### config.mk
export PLATFORM = sky130hd
export DESIGN_NAME = yuv422_packer
export DESIGN_NICKNAME = d
export VERILOG_FILES = /design/src/rtl/yuv_pkg.sv /design/src/rtl/yuv_sync_fifo.sv /design/src/rtl/yuv422_packer.sv
export SDC_FILE = /design/constraint.sdc
export NUM_CORES = 1
export LEC_CHECK = 0
export CAP_MARGIN = 30
export CORE_MARGIN = 8
export CORE_UTILIZATION = 40
export CTS_CLUSTER_SIZE = 12
export DETAILED_ROUTE_END_ITERATION = 16
export SYNTH_ARGS = -nofsm -noshare
export SYNTH_HDL_FRONTEND = slang
export SYNTH_SLANG_ARGS = --single-unit
### constraint.sdc
create_clock -name clk -period 3.5 [get_ports clk]
set_input_delay 0.35 -clock clk [delete_from_list [all_inputs] [get_ports clk]]
set_output_delay 0.35 -clock clk [all_outputs]
set_load 0.05 [all_outputs]
### src/rtl/yuv_pkg.sv
// Shared definitions for the YUV 4:2:2 byte packer.
//   phase_e            : index of the next expected byte in a U,Y0,V,Y1 group
//   DEFAULT_FIFO_DEPTH : default number of 32-bit words in the output FIFO
//   *_LSB              : bit position of each byte lane inside a packed word
//   pack_word()        : assembles the four lanes into one 32-bit word
package yuv_pkg;

  typedef enum logic [1:0] {
    PH_U  = 2'd0,
    PH_Y0 = 2'd1,
    PH_V  = 2'd2,
    PH_Y1 = 2'd3
  } phase_e;

  localparam int DEFAULT_FIFO_DEPTH = 4;

  localparam int U_LSB  = 24;
  localparam int Y0_LSB = 16;
  localparam int V_LSB  = 8;
  localparam int Y1_LSB = 0;

  function automatic logic [31:0] pack_word(input logic [7:0] u,
                                            input logic [7:0] y0,
                                            input logic [7:0] v,
                                            input logic [7:0] y1);
    logic [31:0] w;
    w = '0;
    w[U_LSB  +: 8] = u;
    w[Y0_LSB +: 8] = y0;
    w[V_LSB  +: 8] = v;
    w[Y1_LSB +: 8] = y1;
    return w;
  endfunction

endpackage

### src/rtl/yuv_sync_fifo.sv
// First-word-fall-through synchronous FIFO.
//   clk     : clock, all state on rising edge
//   reset   : synchronous active-low reset (pointers and count only)
//   clear   : synchronous flush; pushes and pops in the same cycle are ignored
//   push    : write request for wr_data
//   wr_data : word to write
//   pop     : remove the head word (ignored when empty)
//   rd_data : head word, 0 while empty
//   count   : occupied entries
//   push_ok : the push of this cycle is accepted
//   empty   : no entries
module yuv_sync_fifo #(
  parameter  int DEPTH = 4,
  parameter  int WIDTH = 32,
  localparam int AW    = $clog2(DEPTH),
  localparam int CW    = AW + 1
) (
  input  logic             clk,
  input  logic             reset,
  input  logic             clear,
  input  logic             push,
  input  logic [WIDTH-1:0] wr_data,
  input  logic             pop,
  output logic [WIDTH-1:0] rd_data,
  output logic [CW-1:0]    count,
  output logic             push_ok,
  output logic             empty
);

  logic [WIDTH-1:0] mem [DEPTH];
  logic [AW-1:0]    wr_ptr_q, wr_ptr_d;
  logic [AW-1:0]    rd_ptr_q, rd_ptr_d;
  logic [CW-1:0]    count_q, count_d;
  logic             full;
  logic             do_pop;
  logic             do_push;

  assign empty = (count_q == '0);
  assign full  = (count_q == CW'(DEPTH));

  // A pop frees a slot for a push in the same cycle even when full.
  // No pass-through when empty: the pushed word becomes visible next cycle.
  assign do_pop  = pop && !empty && !clear;
  assign do_push = push && !clear && (!full || do_pop);
  assign push_ok = do_push;

  always_comb begin
    wr_ptr_d = wr_ptr_q;
    rd_ptr_d = rd_ptr_q;
    count_d  = count_q;
    if (clear) begin
      wr_ptr_d = '0;
      rd_ptr_d = '0;
      count_d  = '0;
    end else begin
      // Pointers are AW bits wide, so increment wraps modulo DEPTH.
      if (do_push) wr_ptr_d = wr_ptr_q + AW'(1);
      if (do_pop)  rd_ptr_d = rd_ptr_q + AW'(1);
      case ({do_push, do_pop})
        2'b10:   count_d = count_q + CW'(1);
        2'b01:   count_d = count_q - CW'(1);
        default: count_d = count_q;
      endcase
    end
  end

  always_ff @(posedge clk) begin
    if (!reset) begin
      wr_ptr_q <= '0;
      rd_ptr_q <= '0;
      count_q  <= '0;
    end else begin
      wr_ptr_q <= wr_ptr_d;
      rd_ptr_q <= rd_ptr_d;
      count_q  <= count_d;
    end
  end

  // Storage is not reset; empty masks stale contents on the read side.
  always_ff @(posedge clk) begin
    if (reset && do_push) mem[wr_ptr_q] <= wr_data;
  end

  assign rd_data = empty ? '0 : mem[rd_ptr_q];
  assign count   = count_q;

endmodule

### src/rtl/yuv422_packer.sv
// Packs a U,Y0,V,Y1 byte stream into 32-bit words and queues them.
//   clk        : clock
//   reset      : synchronous active-low reset
//   in_valid   : yuv_in carries a byte this cycle
//   yuv_in     : byte stream, order U, Y0, V, Y1
//   clear      : synchronous flush of phase, FIFO and overflow
//   out_ready  : downstream takes the head word
//   out_valid  : head word present on out_data
//   out_data   : {U, Y0, V, Y1}
//   fifo_count : occupied FIFO entries
//   phase      : index of next expected byte
//   overflow   : sticky, a completed word was dropped
//   word_cnt   : completed words written to the FIFO (wraps)
module yuv422_packer
  import yuv_pkg::*;
#(
  parameter int FIFO_DEPTH = DEFAULT_FIFO_DEPTH
) (
  input  logic                          clk,
  input  logic                          reset,
  input  logic                          in_valid,
  input  logic [7:0]                    yuv_in,
  input  logic                          clear,
  input  logic                          out_ready,
  output logic                          out_valid,
  output logic [31:0]                   out_data,
  output logic [$clog2(FIFO_DEPTH):0]   fifo_count,
  output logic [1:0]                    phase,
  output logic                          overflow,
  output logic [15:0]                   word_cnt
);

  phase_e      phase_q, phase_d;
  logic [7:0]  held_q [3];
  logic [7:0]  held_d [3];
  logic        overflow_q, overflow_d;
  logic [15:0] word_cnt_q, word_cnt_d;
  logic        accept;
  logic        word_done;
  logic        push_ok;
  logic        fifo_empty;
  logic [31:0] word;

  // A byte arriving in a clear cycle is discarded.
  assign accept    = in_valid && !clear;
  assign word_done = accept && (phase_q == PH_Y1);
  // Y1 is never held; the word is built from the live byte.
  assign word      = pack_word(held_q[0], held_q[1], held_q[2], yuv_in);

  for (genvar gi = 0; gi < 3; gi++) begin : g_slot
    assign held_d[gi] = (accept && (phase_q == phase_e'(gi))) ? yuv_in : held_q[gi];
  end

  always_comb begin
    phase_d    = phase_q;
    overflow_d = overflow_q;
    word_cnt_d = word_cnt_q;
    if (clear) begin
      phase_d    = PH_U;
      overflow_d = 1'b0;
    end else begin
      if (accept) phase_d = phase_e'(phase_q + 2'd1);
      if (word_done && !push_ok) overflow_d = 1'b1;
      if (push_ok) word_cnt_d = word_cnt_q + 16'd1;
    end
  end

  always_ff @(posedge clk) begin
    if (!reset) begin
      phase_q    <= PH_U;
      overflow_q <= 1'b0;
      word_cnt_q <= '0;
      for (int i = 0; i < 3; i++) held_q[i] <= '0;
    end else begin
      phase_q    <= phase_d;
      overflow_q <= overflow_d;
      word_cnt_q <= word_cnt_d;
      for (int i = 0; i < 3; i++) held_q[i] <= held_d[i];
    end
  end

  yuv_sync_fifo #(
    .DEPTH (FIFO_DEPTH),
    .WIDTH (32)
  ) u_fifo (
    .clk     (clk),
    .reset   (reset),
    .clear   (clear),
    .push    (word_done),
    .wr_data (word),
    .pop     (out_ready),
    .rd_data (out_data),
    .count   (fifo_count),
    .push_ok (push_ok),
    .empty   (fifo_empty)
  );

  assign out_valid = !fifo_empty;
  assign phase     = phase_q;
  assign overflow  = overflow_q;
  assign word_cnt  = word_cnt_q;

endmodule
==> flow_summary.yaml, run 1 <==
outcome:
  status: "finished, final reports clean"
synthesis:
  async_flop_share_pct: 0
  synth_compound_area_share_pct: 3.59
  synth_nets: 488
  synth.distinct_cells: 38
  synth_ff_type: "edfxtp_1"
  ys_seq_area_share_pct: 69.1
  synth_mux_area_share_pct: 10.8
  yosysWarnings: 0
  syn_avg_cell_area_um2: 15.2
  synthCells: 464
  synthAdderAreaFrac_pct: 2.05
  ys_ff_latch: 180
  synth_xor_area_share_pct: 1.36
  synth_simple_gate_area_share_pct: 11.1
  synth_top_family_by_area: "simple AND/OR/NAND/NOR gates"
  syn_area_um2: 7070
  synth_edf_count: 128
floorplan:
  die_area_um2: 22200
  ios: 68
  coreArea_um2: 17300
  die_w_um: 149
  initial_utilization_pct: 40.9
  fp.dieH_um: 149
  rows: 48
critical_path:
  cp_num_buf_inv: 2
  crit_path_end_kind: "primary output"
  critPathArrivalTime_ns: 2.56
  critPathLaunchType: "register"
  crit_chain: "or3_1 -> buf_4 -> and2_1 -> clkdlybuf4s50_1"
  critPathMaxStageDelay_ns: 0.80
  path_class: "register to primary output"
  critPathTopFamily: "buffers and inverters"
  worstPathMaxFanout: 23
  crit_required_ns: 3.15
  crit_slowest_cell: "clkdlybuf4s50_1"
flow_run:
  maxCapViolations: 0
cts:
  htreeDepth: 4
  clk_pin_slew_ns: 0.06
  clock_sinks: 180
  clock_latency_ns: 0.42
  cts_tree: "yes"
  post-cts-setup-buffers: 0
  clock-root-buffer: "clkbuf_16"
  cts_resized: 0
  cts_made_buffers: 17
  clk_path_buf_depth: 2
  hold_buffers: 0
power_and_ir_drop:
  cellLeakagePower_nw: 2.63
  power_density_nw_per_um2: 486
  peakVddDrop_v: 0.000311
timing:
  maxSlewViolCount: 0
  setup_viol: 0
  whs_ns: 0.490
  max_slew_margin_pct: 62.4
  timing.fmax_mhz: 344
  timing.final.crit_period_ns: 2.91
  tns_ns: 0
  rsz0062_at_grt: "no"
  clock_skew_ns: 0.00751
  finalCritPeriodShare_pct: 83.1
  worst_pin_slew_ns: 0.563
  hold_violations: 0
route:
  ant_nets: 0
  vias_per_cell: 5.05
  drtPass1Iterations: 4
  drt_iter0_markers: 173
  drc: 0
  wire_per_inst_um: 18.2
  vias: 3903
  wl_mm: 14.1
place:
  portBuffers: 67
  routabilityCongestion: 0.804
  hpwlAfterDp_mm: 8.75
global_route:
  overflow: 0
  grt_pass1_wl_mm: 22.3
  antenna_found_initial: 0
  grt_pass1_vias: 4137
  grt_max_degree: 39
  track_usage_pct: 13.1
final_layout:
  syn_to_final_growth_pct: 21.3
  fin_nets: 559
  layout-drive-gt1-share_pct: 13.9
  antenna_cells: 0
min_path:
  hp-class: "register to register"
-- worst paths after layout --
kind	start	endpoint	slack [ns]	cells after the start
worst max-delay path	u_fifo.count[0]$_SDFFE_PP0P_	out_data[0]	0.59	4
worst min-delay path	word_cnt[15]$_SDFFE_PN0P_	word_cnt[15]$_SDFFE_PN0P_	0.49	2
worst max register to register	u_fifo.count[0]$_SDFFE_PP0P_	u_fifo.count[2]$_SDFFE_PP0P_	0.75	9
worst min register to register	word_cnt[15]$_SDFFE_PN0P_	word_cnt[15]$_SDFFE_PN0P_	0.49	2
-- synth_stat cells (2+ instances only) --
master      n  share of area [%]
nor2_1     19                1.0
mux2i_1     4               0.57
and4_1      2               0.25
buf_2       4               0.28
a21oi_1    34                2.4
nand4_1     4               0.35
inv_1      11               0.58
nor2b_1     2               0.18
mux4_2     32                 10
buf_1       3               0.16
nand2b_1    2               0.18
o21ai_0     6               0.42
o31ai_1     2               0.21
and3_1      7               0.62
xor2_1      6               0.74
or4_1       2               0.21
nand2_1    32                1.7
ha_1       10                1.8
edfxtp_1  128                 54
dfxtp_1    52                 15
nand3_1    27                1.9
and2_1     33                2.9
or3_1       6               0.53
clkbuf_1   16               0.85
xnor2_1     5               0.62
or4b_1      3               0.42
-- power by group --
part	total (mW)	switching, mW	leakage (nW)	internal, mW
logic	0.0716	0.0473	0.879	0.0243
registers	2.28	0.00888	1.48	2.27
clock network	1.81	0.762	0.272	1.05
total	4.16	0.818	2.63	3.34
-- worst reg2reg max path: stages, from the launching register on --
cell,delay (ns)
dfxtp_1,0.37
or4b_1,0.64
and3_1,0.34
inv_1,0.10
ha_1,0.18
inv_1,0.06
fa_1,0.37
xor2_1,0.16
or3_1,0.31
a21oi_1,0.15
-- cells in the final DEF (no fill, tap or decap), types with 10 or more instances in the layout --
| cell type | netlist | routed |
|---|---|---|
| clkdlybuf4s50_1 | 0 | 67 |
| clkbuf_16 | 0 | 17 |
| nor2_1 | 19 | 19 |
| nand2_1 | 32 | 32 |
| mux4_2 | 32 | 32 |
| edfxtp_1 | 128 | 128 |
| ha_1 | 10 | 10 |
| nand3_1 | 27 | 27 |
| and2_1 | 33 | 33 |
| a21oi_1 | 34 | 34 |
| dfxtp_1 | 52 | 51 |
| inv_1 | 11 | 11 |
-- area by class of cell --
class | instances | area, µm²
repair buffers | 76 | 751
clock inverters | 13 | 136
inverters | 11 | 41.3
fillers | 1479 | 8720
flip-flops and latches | 180 | 4890
well taps | 225 | 282
clock buffers | 19 | 433
multi-input cells | 249 | 2040
-- registers in the layout, indices dropped and copies added, names as in the netlist, named ones only --
name and cells:
held_q 24, overflow 1, phase 2, u_fifo.count 3, u_fifo.mem 128, u_fifo.rd_ptr_q 2, u_fifo.wr_ptr_q 2, word_cnt 16
-- logic make-up after synthesis --
| logic type | after synthesis |
|---|---|
| flops | 180 |
| simple gates | 145 |
| compound gates | 46 |
| mux | 36 |
| buf+inv | 35 |
| xor+xnor | 11 |
| fa+ha+maj | 11 |
-- layer usage --
layer	GRT usage, %	routed length, µm
met4	4.59	196
met1	16.0	6180
met3	3.70	944
met2	21.9	6790
met5	0	0
-- per-stage QoR --
stage | setup slack (ns) | power, mW | instances | utilization, % | cell area (µm²)
6_report | 0.590 | 4.16 | 773 | 49.6 | 8570
5_1_grt | 0.392 | 4.29 | 773 | 49.6 | 8570
4_1_cts | 0.468 | 4.20 | 773 | 49.6 | 8570
3_5_place_dp | 0.418 | 2.40 | 741 | 46.3 | 8000
3_3_place_gp | 0.483 | 2.40 | 741 | 46.3 | 8000
2_1_floorplan | 0.674 | 2.36 | 464 | - | 7070
No activity file was read; power rests on OpenSTA's default activity.
==> inputs of run 2 (changes only) <==
==> constraint.sdc (replaced) <==
create_clock -name clk -period 2.8 [get_ports clk]
set_input_delay 0.28 -clock clk [delete_from_list [all_inputs] [get_ports clk]]
set_output_delay 0.28 -clock clk [all_outputs]
set_load 0.05 [all_outputs]
==> run 2 against run 1 <==
Sequential share of layout area down 2.3 points; sequential power up 25%; core utilization up 2.1 points; final cell count up 0.39%; flip-flop and latch count unchanged; clock power up 28%; first-iteration DRC count up 22%; global-route usage up 0.050 points; worst hold slack worse by 0.0031 ns; worst setup slack worse by 0.28 ns; clock skew down 0.00072 ns.
==> flow_summary.yaml, run 2 (synthesis gave the netlist of run 1 again) <==
outcome:
  status: "finished, final reports clean"
final_layout:
  final_cell_mix: "edfxtp_1, dfxtp_1, a21oi_1, clkdlybuf4s50_1"
  top_register: "u_fifo.mem"
  final_util_pct: 51.7
  largest_reg_flops: 128
  design_area_um2: 8940
  fin_nets: 562
  syn_to_final_growth_pct: 26.4
  layout-drive-gt1-share_pct: 20.5
  layout_commonest_cell: "edfxtp_1"
  fin_cells: 776
  antenna_cells: 0
floorplan:
  die_w_um: 149
  rows: 48
  ios: 68
  die_area_um2: 22200
  coreArea_um2: 17300
  initial_utilization_pct: 40.9
  fp.dieH_um: 149
cts:
  clk_path_buf_depth: 2
  hold_buffers: 0
  clock_sinks: 180
  cts_resized: 0
  clk_pin_slew_ns: 0.06
  post-cts-setup-buffers: 0
  clock_latency_ns: 0.42
  clock-root-buffer: "clkbuf_16"
  cts_tree: "yes"
  htreeDepth: 4
  cts_made_buffers: 17
power_and_ir_drop:
  clkPwrFrac_pct: 44.0
  power.switching_mw: 0.984
  seq_power_share_pct: 54.3
  switching_share_pct: 18.7
  power_density_nw_per_um2: 588
  power.internal_mw: 4.27
  comb_power_share_pct: 1.7
  cellLeakagePower_nw: 2.82
  peakVddDrop_v: 0.000392
critical_path:
  critPathLaunchType: "register"
  critPathArrivalTime_ns: 2.83
  crit_chain: "or4b_1 -> and3_1 -> inv_1 -> ha_1 -> inv_1 -> fa_1 -> xor2_1 -> or3_1 -> a21oi_1"
  path_class: "register to register"
  crit_slowest_cell: "or4b_1"
  cp_num_buf_inv: 2
  crit_required_ns: 3.14
  critPathMaxStageDelay_ns: 0.55
  critPathTopFamily: "simple AND/OR/NAND/NOR gates"
  worstPathMaxFanout: 6
  rr_worst_depth: 9
  critPathMostFrequentCell: "inv_1"
  crit_path_end_kind: "register"
  critical_path_depth: 9
place:
  hpwlAfterDp_mm: 8.71
  dp.cells: 744
  portBuffers: 67
  placed_cell_area_um2: 8340
  routabilityCongestion: 0.784
min_path:
  min_path_cells: 2
  hp-class: "register to register"
global_route:
  antenna_found_initial: 0
  grt_pass1_vias: 4113
  track_usage_pct: 13.2
  grt_max_degree: 39
  grt_pass1_wl_mm: 22.4
  overflow: 0
timing:
  timing.final.crit_period_ns: 2.49
  maxSlewViolCount: 0
  tns_ns: 0
  finalCritPeriodShare_pct: 88.9
  rsz0062_at_grt: "no"
  clock_skew_ns: 0.00679
  worst_pin_slew_ns: 0.519
  hold_violations: 0
  timing.fmax_mhz: 402
  setup_viol: 0
  max_slew_margin_pct: 65.3
  whs_ns: 0.487
route:
  ant_nets: 0
  drc: 0
  drtPass1Iterations: 5
  drt_iter0_markers: 211
  vias: 3940
  wl_mm: 14.0
  wire_per_inst_um: 18.0
  vias_per_cell: 5.08
flow_run:
  maxCapViolations: 0
-- run 2: cell type report --
type                       instances  area [µm²]
fill                            1418        8360
multi-input combinational        249        2040
clock inverter                     7        66.3
sequential                       180        4890
tap                              225         282
clock buffer                      25         528
inverter                          11        41.3
timing repair buffer              79        1090
-- run 2: stage by stage --
stage          total power, mW  worst slack (ns)
5_1_grt                   5.41             0.123
3_3_place_gp              3.00             0.114
4_1_cts                   5.31             0.275
3_5_place_dp              3.00         -0.000787
6_report                  5.26             0.312
2_1_floorplan             2.95            0.0278
-- run 2: worst min-delay path: cells and delay by family (launching register included) --
kind            cells  cell delay (ns)
flops               1             0.32
compound gates      2             0.12
-- run 2: path summary, 6_finish.rpt --
kind | start | endpoint | slack (ns)
max | u_fifo.count[0]$_SDFFE_PP0P_ | u_fifo.count[2]$_SDFFE_PP0P_ | 0.31
min | word_cnt[15]$_SDFFE_PN0P_ | word_cnt[15]$_SDFFE_PN0P_ | 0.49
max reg2reg | u_fifo.count[0]$_SDFFE_PP0P_ | u_fifo.count[2]$_SDFFE_PP0P_ | 0.31
min reg2reg | word_cnt[15]$_SDFFE_PN0P_ | word_cnt[15]$_SDFFE_PN0P_ | 0.49
-- run 2: power groups by stage --
| stage | Clock (mW) | Sequential [mW] | Combinational [mW] |
|---|---|---|---|
| after floorplan | 0 | 2.91 | 0.0375 |
| after global placement | 0 | 2.91 | 0.0884 |
| after detailed placement | 0 | 2.91 | 0.0904 |
| after CTS | 2.37 | 2.85 | 0.0906 |
| after global routing | 2.46 | 2.85 | 0.0978 |
| final | 2.31 | 2.85 | 0.0894 |
-- run 2: layer usage --
metal  wire length [µm]  GRT usage (%)
met1               6180           16.0
met2               6960           21.7
met4                178           4.95
met3                670           4.00
met5                  0              0
